File: src/rtl/pwm_capture.sv
// PWM capture: measures period and high time of a synchronized PWM input, classifies the
// duty/direction into a switch code and flags frequency range and stuck-input conditions.
`timescale 1ns/1ps
module pwm_capture #(
  parameter int unsigned CNT_W      = 16,
  parameter int unsigned MIN_PERIOD = 5000,
  parameter int unsigned MAX_PERIOD = 50000,
  parameter int unsigned TIMEOUT    = (1 << CNT_W) - 1
) (
  input  logic             clk,
  input  logic             rst_n,
  input  logic             pwm_in,
  input  logic             dir_in,
  output logic [CNT_W-1:0] period,
  output logic [CNT_W-1:0] high_time,
  output logic             meas_valid,
  output logic             freq_ok,
  output logic             stuck_hi,
  output logic             stuck_lo,
  output logic [2:0]       psw_rec
);

  localparam int unsigned      XW     = CNT_W + 3;
  localparam logic [CNT_W-1:0] CntMax = '1;
  localparam logic [CNT_W-1:0] ToLast = CNT_W'(TIMEOUT - 1);
  localparam logic [CNT_W-1:0] MinP   = CNT_W'(MIN_PERIOD);
  localparam logic [CNT_W-1:0] MaxP   = CNT_W'(MAX_PERIOD);

  typedef enum logic [1:0] {StIdle, StHigh, StLow, StStuck} state_e;

  logic pwm_m_q, pwm_s_q, pwm_d_q;
  logic dir_m_q, dir_s_q;

  state_e           state_q;
  logic [CNT_W-1:0] hcnt_q, lcnt_q, tcnt_q;
  logic             nopub_q;

  always_ff @(posedge clk or negedge rst_n) begin
    if (!rst_n) begin
      pwm_m_q <= 1'b0;
      pwm_s_q <= 1'b0;
      pwm_d_q <= 1'b0;
      dir_m_q <= 1'b0;
      dir_s_q <= 1'b0;
    end else begin
      pwm_m_q <= pwm_in;
      pwm_s_q <= pwm_m_q;
      pwm_d_q <= pwm_s_q;
      dir_m_q <= dir_in;
      dir_s_q <= dir_m_q;
    end
  end

  logic rise, fall, edge_det;
  assign rise     = pwm_s_q & ~pwm_d_q;
  assign fall     = ~pwm_s_q & pwm_d_q;
  assign edge_det = rise | fall;

  logic [CNT_W-1:0] hcnt_inc, lcnt_inc, tcnt_inc;
  logic [CNT_W:0]   sum;
  logic             sum_sat;
  logic [CNT_W-1:0] per_new;
  logic             fok_new;
  logic [XW-1:0]    h8, p1, p3, p5, p7;
  logic [1:0]       cls;
  logic [2:0]       psw_new;
  logic             timeout_hit, stuck_ev;

  always_comb begin
    hcnt_inc = (hcnt_q == CntMax) ? hcnt_q : hcnt_q + 1'b1;
    lcnt_inc = (lcnt_q == CntMax) ? lcnt_q : lcnt_q + 1'b1;
    tcnt_inc = (tcnt_q == CntMax) ? tcnt_q : tcnt_q + 1'b1;

    // The publishing cycle itself still belongs to the low phase.
    sum     = {1'b0, hcnt_q} + {1'b0, lcnt_inc};
    sum_sat = sum[CNT_W];
    per_new = sum_sat ? CntMax : sum[CNT_W-1:0];
    fok_new = !sum_sat && (per_new >= MinP) && (per_new <= MaxP);

    h8 = {hcnt_q, 3'b000};
    p1 = {3'b000, per_new};
    p3 = p1 + (p1 << 1);
    p5 = p1 + (p1 << 2);
    p7 = (p1 << 3) - p1;

    cls = 2'd0;
    if (h8 >= p1 && h8 < p3) begin
      cls = 2'd1;
    end else if (h8 >= p3 && h8 < p5) begin
      cls = 2'd2;
    end else if (h8 >= p5 && h8 < p7) begin
      cls = 2'd3;
    end

    if (cls == 2'd0) begin
      psw_new = 3'b111;
    end else if (dir_s_q) begin
      psw_new = {1'b0, cls} + 3'd3;
    end else begin
      psw_new = {1'b0, cls};
    end

    // An edge in the same cycle always wins over the timeout.
    timeout_hit = (tcnt_q >= ToLast) && !edge_det;
    stuck_ev    = timeout_hit && (state_q != StStuck);
  end

  always_ff @(posedge clk or negedge rst_n) begin
    if (!rst_n) begin
      state_q    <= StIdle;
      hcnt_q     <= '0;
      lcnt_q     <= '0;
      tcnt_q     <= '0;
      nopub_q    <= 1'b0;
      period     <= '0;
      high_time  <= '0;
      meas_valid <= 1'b0;
      freq_ok    <= 1'b0;
      stuck_hi   <= 1'b0;
      stuck_lo   <= 1'b0;
      psw_rec    <= 3'b000;
    end else begin
      meas_valid <= 1'b0;
      tcnt_q     <= edge_det ? '0 : tcnt_inc;

      if (stuck_ev) begin
        state_q    <= StStuck;
        stuck_hi   <= pwm_s_q;
        stuck_lo   <= ~pwm_s_q;
        psw_rec    <= {3{pwm_s_q}};
        freq_ok    <= 1'b0;
        meas_valid <= 1'b1;
        nopub_q    <= 1'b0;
      end else begin
        unique case (state_q)
          StIdle: begin
            if (rise) begin
              hcnt_q  <= '0;
              lcnt_q  <= '0;
              state_q <= StHigh;
            end
          end
          StHigh: begin
            hcnt_q <= hcnt_inc;
            if (fall) begin
              state_q <= StLow;
            end
          end
          StLow: begin
            if (rise) begin
              if (!nopub_q) begin
                period     <= per_new;
                high_time  <= hcnt_q;
                freq_ok    <= fok_new;
                psw_rec    <= psw_new;
                meas_valid <= 1'b1;
              end
              hcnt_q  <= '0;
              lcnt_q  <= '0;
              nopub_q <= 1'b0;
              state_q <= StHigh;
            end else begin
              lcnt_q <= lcnt_inc;
            end
          end
          StStuck: begin
            if (edge_det) begin
              hcnt_q   <= '0;
              lcnt_q   <= '0;
              stuck_hi <= 1'b0;
              stuck_lo <= 1'b0;
              // Leaving on a falling edge lands mid-period; its first rise must not publish.
              nopub_q  <= fall;
              state_q  <= rise ? StHigh : StLow;
            end
          end
          default: state_q <= StIdle;
        endcase
      end
    end
  end

endmodule

File: config.mk
export PLATFORM = sky130hd
export DESIGN_NAME = pwm_capture
export DESIGN_NICKNAME = d
export VERILOG_FILES = /design/src/rtl/pwm_capture.sv
export SDC_FILE = /design/constraint.sdc
export NUM_CORES = 1
export LEC_CHECK = 0
export BUFFER_PORTS_ARGS = -buffer_cell sky130_fd_sc_hd__buf_2
export CELL_PAD_IN_SITES_DETAIL_PLACEMENT = 0
export CELL_PAD_IN_SITES_GLOBAL_PLACEMENT = 1
export CORE_MARGIN = 4
export CORE_UTILIZATION = 45
export CTS_BUF_LIST = sky130_fd_sc_hd__clkbuf_4
export CTS_CLUSTER_SIZE = 24
export DETAILED_ROUTE_END_ITERATION = 6
export PLACE_DENSITY = 0.77
export SLEW_MARGIN = 20
export SYNTH_ARGS = -nofsm -noshare
export SYNTH_HDL_FRONTEND = slang
export SYNTH_SLANG_ARGS = --single-unit
File: constraint.sdc
create_clock -name clk -period 7.56 [get_ports clk]
set_clock_uncertainty 0.2 [all_clocks]
set_input_delay 0.756 -clock clk [delete_from_list [all_inputs] [get_ports clk]]
set_output_delay 0.756 -clock clk [all_outputs]
set_load 0.01 [all_outputs]
# Yosys cells after proc, flatten, opt, wreduce, memory -nomap -nowiden
# Index checks and enable logic that the tools add are counted.
# word_totals
ff_bits	95
n_memories	0
output_inout_bits	39
ram_bits	0
input_bits	4
latch_bits	0
rom_bits	0
# op_classes
n_mul	0
order_cmp	9
mux	41
bitwise	7
n_addsub	8
div_mod_pow	0
n_shift	0
n_reduce_logical	25
n_eq_ne	17
# op_table
op	n
$mux W16	8
$pmux W16 S3	2
$add A16 B1 Y16 const B	3
$eq A16 B16 Y1 const B	3
$lt A19 B19 Y1	2
$add A16 B18 Y19	1
$ge A19 B16 Y1	1
$ge A19 B18 Y1	1
$ge A19 B19 Y1	1
$lt A19 B18 Y1	1
$sub A19 B16 Y19	1
$add A16 B17 Y18	1
$mux W3	6
$add A16 B16 Y17	1
$ge A16 B13 Y1 const B	1
$ge A16 B16 Y1 const B	1
$le A16 B16 Y1 const B	1
$mux W2	8
$mux W1	15
$reduce_and A4 Y1	3
$ne A2 B2 Y1 const B	5
$ne A3 B3 Y1 const B	3
$reduce_and A3 Y1	3
$reduce_bool A2 Y1	4
other kinds (16)	31

# Longest topological paths before layout
# logic_depth
word_depth	17
ltp_mapped	39
depth_no_buf	37

# Worst setup path after synthesis
# Ideal clock, no wire load.
# synth_timing
kind	register to register
start	register lcnt_q[7]
end	register psw_rec[1]
n_path_buf	2
required_ps	7234
arrival_time_ps	7523
setup_slack_ps	-289
period_less_slack_ps	7849
stages_incl_launch_ff	38
path_cell_list	dfrtp_1 clkbuf_1 nand3_1 nor2_1 and3_1 nand4_1 and3_1 and2_1 clkbuf_1 xor2_1 ha_1 o21a_1 o22ai_1 a311o_1 o311ai_4 nor2_1 inv_1 ha_1 (+2 left out) nor2b_1 o21a_1 o21ai_0 a21oi_1 o211ai_1 a41oi_1 a21o_1 a21o_1 xnor2_1 ha_1 nand4_1 or4_1 nor4_1 nor4b_1 nor2_1 a21oi_2 nand2_1 a221o_1
# synth_rtl
element	line	rtl
start, declared	35	logic [CNT_W-1:0] hcnt_q, lcnt_q, tcnt_q;
start signal, assigned	163	lcnt_q <= lcnt_inc;
$add A16 B1 Y16 / $eq A16 B16 Y1 (equally long branches)	71	lcnt_inc = (lcnt_q == CntMax) ? lcnt_q : lcnt_q + 1'b1;
$mux W16 (*)	71	
$add A16 B16 Y17 (*)	75	sum = {1'b0, hcnt_q} + {1'b0, lcnt_inc};
$mux W16 (*)	77	per_new = sum_sat ? CntMax : sum[CNT_W-1:0];
$add A16 B17 Y18 (*)	82	p3 = p1 + (p1 << 1);
via p3[0]	64	logic [XW-1:0] h8, p1, p3, p5, p7;
$ge A19 B18 Y1	89	end else if (h8 >= p3 && h8 < p5) begin
$logic_and A1 B1 Y1	89	
$mux W2	89	
$mux W2 (*)	87	if (h8 >= p1 && h8 < p3) begin
$add A2 B2 Y3	98	psw_new = {1'b0, cls} + 3'd3;
$mux W3	97	end else if (dir_s_q) begin
$mux W3 (*)	95	if (cls == 2'd0) begin
$mux W3 (*)	151	if (!nopub_q) begin
$mux W3 (*)	150	if (rise) begin
$mux W3 (*)	135	unique case (state_q)
$mux W3 (*)	126	if (stuck_ev) begin
end signal, assigned	130	psw_rec <= {3{pwm_s_q}};
end signal, assigned	155	psw_rec <= psw_new;
end, declared	20	output logic [2:0] psw_rec
# The timed path passes the listed nets; every way through them passes the cells marked *. The select of a mux whose other input is x is not followed.
# A chain may end at the register's enable or synchronous reset.

# Worst setup path after layout
# layout_timing
start	register lcnt_q[9]
end	register psw_rec[1]
# layout_between
elab_chain_len	17
# layout_lines
element	line	rtl
$add A16 B1 Y16 / $eq A16 B16 Y1 (equally long branches)	71	
$mux W16 (*)	71	
$add A16 B16 Y17 (*)	75	
$mux W16 (*)	77	
$sub A19 B16 Y19 / $add A16 B18 Y19 (equally long branches)	84, 83	
$lt A19 B19 Y1 / $ge A19 B19 Y1 (equally long branches)	91	end else if (h8 >= p5 && h8 < p7) begin
$logic_and A1 B1 Y1	91	
$mux W2	91	
$mux W2	89	
$mux W2 (*)	87	
$add A2 B2 Y3	98	
$mux W3	97	
$mux W3 (*)	95	
$mux W3 (*)	151	
$mux W3 (*)	150	
$mux W3 (*)	135	
$mux W3 (*)	126	
# Mark *: on every way between the ends. The rest lies on a longest branch, timed or not. The select of a mux whose other input is x is not followed.

==> metrics list <==
- Outcome: finished clean
* Rows: 51
- The number of nets handed over by synthesis was ~1200.
- Effective utilization at floorplan: between 40% and 50%
* Number of distinct standard cells referenced by the synthesized netlist: 65
* Number of buffers and inverters on the critical path: 5
- The first routing iteration left between 500 and 600 violations.
- Setup violations remaining at the end of the flow were counted as 0.
- Counting flops with a built-in enable in the synthesized netlist gives 0.
* Leakage power total: ~0.0054 uW
- Net switching fraction of the power: between 40% and 50%
- Share of Yosys cell area claimed by the top area cell type: approximately a quarter
- Tightest Hold Check Type: register to register
- FF/Latch Area: roughly 2400 um^2
- Across the run, the number of max-cap violations was 0.
* Startpoint types: register
- In the final layout, the multi-input gates occupy between 6000 and 7000 um^2.
- The worst setup path is captured at a register.
* Sequential cell fraction of total power: roughly 20%
- Number of H-tree levels: 3
- Routability-driven placement finished with a final weighted congestion of 0.925.
- Comb power frac: about 72%
- The tree is rooted in a sky130_fd_sc_hd__clkbuf_4.
- Maximum operating frequency: 137 MHz
* Share of synthesized registers carrying an async set or reset: between 90% and 100%
- The detail route stage leaves a number of antenna-violating nets equal to 0.
* Final worst setup slack: approximately 0.28 ns
* Tot GR Track Use: 23.3%
- Number of max-slew violations in the final report: 0
* Time the final worst path needs with I/O delays and setup: between 7 and 8 ns
- Input and output buffers added on the ports amount to 42.
* Die extent in x: 149 um
- Layout cells sized above 1: roughly a fifth
- TritonCTS built the clock tree.
* Clk sinks: 95
- Via count of the first global-routing pass: roughly 7600
- First-pass GRT wire length: 40.8 mm
- In the post-synthesis netlist, the cell with the most instances is sky130_fd_sc_hd__ha_1.
* Final-layout fill cell count: between 1500 and 2000
- Gate count of the mapped netlist: slightly above 1000
- In the final routed layout, each cell accounts on average for between 15 and 20 um.
* Die ar.: around 22000 um^2
* Leading post-synthesis cells by instance count: sky130_fd_sc_hd__ha_1 (147), sky130_fd_sc_hd__dfrtp_1 (95), sky130_fd_sc_hd__nor2_1 (92)
- Placed cells: 1376
- Post-synthesis average cell area: about 8.7 um^2
- Register bit total from synthesis: 95
* Normalized max-slew margin: around a third
* Core area: approximately 20000 um^2
- In the finished design, the share of the clock period the worst path needs comes to ~96%.
- Boundary pin count: 43
- Hold Vio Cnt, Final: 0
* Clock Path Buffers: 2
* Clock latency on the worst-skew pair: approximately 0.47 ns
- Buffers inserted during clock tree synthesis total 9.
- P_sw: approximately 1500 uW
- At the pin with the least slew margin, the transition time is 0.995 ns.
* Cell type contributing the most total cell area after synthesis: sky130_fd_sc_hd__dfrtp_1
- In this run the worst path has a maximum fanout of 8.
- Final Routed Wirelength: approximately 26 mm
- For this run, the number of Yosys warnings is 0.
* Largest net degree at the start of global routing: 66
- Summed over all nets, the half-perimeter wirelength after detailed placement is about 20 mm.
* Via count: about 8000
- STA puts the critical path data arrival time at 7.43 ns.
- In this run, the clock network consumes under 10% of the power.
- In this run the power density over the cells is ~310 nW/um^2.
* Net count reported at finish: ~1300
- Top post-synthesis cells by area: sky130_fd_sc_hd__dfrtp_1 (27%), sky130_fd_sc_hd__ha_1 (21%), sky130_fd_sc_hd__a21oi_1 (4.9%), sky130_fd_sc_hd__o21ai_0 (4.2%), sky130_fd_sc_hd__xor2_1 (4.1%)
- For this run, the number of standard cells in the final layout without fillers is about 1400.
- IR analysis of the VDD net gives a maximum drop of 0.000276 V.
- Relative to the synthesized area, the layout overhead comes to 16.9%.
- Detailed-route DRC error count: 0
- Proportion of synthesized chip area in sequential cells: roughly a quarter
- At the placement stage, the worst setup path has a slack of -0.0959 ns.
- Overflow after GRT: 0
- The number of antenna violations at the first check in global routing is 1.
- Family with the most delay on the worst path: compound AO/OA/AOI/OAI gates
- Number of detailed-route iterations in the first pass: 5
- Via density per instance: 5.68
* CTS clk-pin slew, worst paths: 0.15 ns
- For this run, the leading register cell type out of synthesis is sky130_fd_sc_hd__dfrtp_1.
* Worst path max stage delay: about 0.53 ns
- Summing every instance area after synthesis gives around 8900 um^2.
- Internal power comes to about 1700 uW.
- The slowest stage of the critical path belongs to the cell sky130_fd_sc_hd__or4_4.
- The die is roughly 150 um tall.
- WS Path Type: register to register
- At the worst endpoint, the required time is slightly below 8 ns.
final timing paths:
check,startpoint,end,slack (ns),depth (start not counted)
worst max-delay path,lcnt_q[9],psw_rec[1],0.28,34
worst min-delay path,pwm_m_q,pwm_s_q,0.18,0
worst max register to register,lcnt_q[9],psw_rec[1],0.28,34
worst min register to register,pwm_m_q,pwm_s_q,0.18,0
max in group asynchronous,rst_n,psw_rec[2],5.42,3
min in group asynchronous,rst_n,high_time[4],0.54,2
metal layers:
layer  track usage (%)  vias up  share of wire, %  wire length [um]
li1                  -     3975                 -                 -
met1              32.3     3844                46             11900
met2              37.6      175                46             12000
met3              2.58       40               4.2              1090
met4              9.15        0               3.5               913
met5                 0        -                 0                 0
power by group through the flow:
stage	logic, uW	clock network (uW)	registers [uW]
floorplan	1450	0	668
global placement	2090	0	656
detailed placement	2100	0	657
CTS	2140	264	647
global route	2570	285	660
finish	2330	250	649
through the flow:
step | TNS [ns] | util [%] | hold WS, ns | cell area, um^2 | total power, uW
2_1_floorplan | 0 | - | 0.131 | 8960 | 2120
3_3_place_gp | 0 | 51.1 | 0.144 | 9940 | 2750
3_5_place_dp | -0.160 | 51.1 | 0.141 | 9940 | 2750
4_1_cts | 0 | 51.9 | 0.128 | 10100 | 3050
5_1_grt | -0.147 | 53.6 | 0.121 | 10400 | 3510
6_report | 0 | 53.6 | 0.177 | 10400 | 3230
state kept, by name (all words and copies together) (netlist names):
register and flops:
stuck_hi 1, state_q 2, dir_s_q 1, pwm_d_q 1, nopub_q 1, period 16, psw_rec 3, dir_m_q 1
pwm_s_q 1, meas_valid 1, high_time 16, tcnt_q 16, stuck_lo 1, freq_ok 1, lcnt_q 16, pwm_m_q 1
hcnt_q 16
kinds of logic (layout without fill, tap and decap cells):
logic type | count (synthesis) | after routing | share of synthesized area, %
compound gates | 295 | 295 | 21.0
buf+inv | 66 | 193 | 2.81
xor+xnor | 82 | 82 | 8.05
mux | 25 | 25 | 3.09
simple gates | 308 | 308 | 17.1
other cells | 0 | 1 | 0
flops | 95 | 95 | 26.7
fa+ha+maj | 150 | 150 | 21.3
layout make-up:
class	count	share of cell area, %
antenna	1	0.0240
clock buffer	9	0.648
clock inverter	7	0.444
inverter	42	1.54
multi-input combinational	860	62.6
sequential	95	22.8
tap	265	3.18
timing repair buffer	135	8.80
layout by cell type (no fill, tap or decap), types with 6 or more instances in the layout:
master	netlist	final
sky130_fd_sc_hd__nor2_1	92	83
sky130_fd_sc_hd__o31ai_1	10	10
sky130_fd_sc_hd__and2_1	9	9
sky130_fd_sc_hd__nor2b_1	14	13
sky130_fd_sc_hd__nand2_1	61	60
sky130_fd_sc_hd__inv_1	42	36
sky130_fd_sc_hd__ha_1	147	144
sky130_fd_sc_hd__nor3_1	12	10
sky130_fd_sc_hd__xnor2_1	40	39
sky130_fd_sc_hd__a31oi_1	18	17
sky130_fd_sc_hd__or2_2	7	7
sky130_fd_sc_hd__and3_1	19	17
sky130_fd_sc_hd__nand3_1	35	33
sky130_fd_sc_hd__o21ai_0	75	70
sky130_fd_sc_hd__nand2b_1	10	10
sky130_fd_sc_hd__clkbuf_4	0	9
sky130_fd_sc_hd__dfrtp_1	95	94
sky130_fd_sc_hd__nand4_1	25	25
sky130_fd_sc_hd__nor2_2	0	9
sky130_fd_sc_hd__buf_2	1	41
sky130_fd_sc_hd__a21o_1	42	42
sky130_fd_sc_hd__o21a_1	6	6
sky130_fd_sc_hd__a21oi_1	87	83
sky130_fd_sc_hd__xor2_1	42	41
sky130_fd_sc_hd__mux2_2	20	20
sky130_fd_sc_hd__buf_4	0	92
timing repair:
| item | CTS | global route |
|---|---|---|
| endpoints found under the hold margin | 30 | 0 |
| resized for setup | 1 | 53 |
| buffers inserted | 2 | 19 |
| cloned | 0 | 0 |
| pin swaps | 5 | 28 |
| hold buffers | 1 | 0 |
| endpoints found under the setup margin | 2 | 3 |
(Power assumes the default switching activity.)
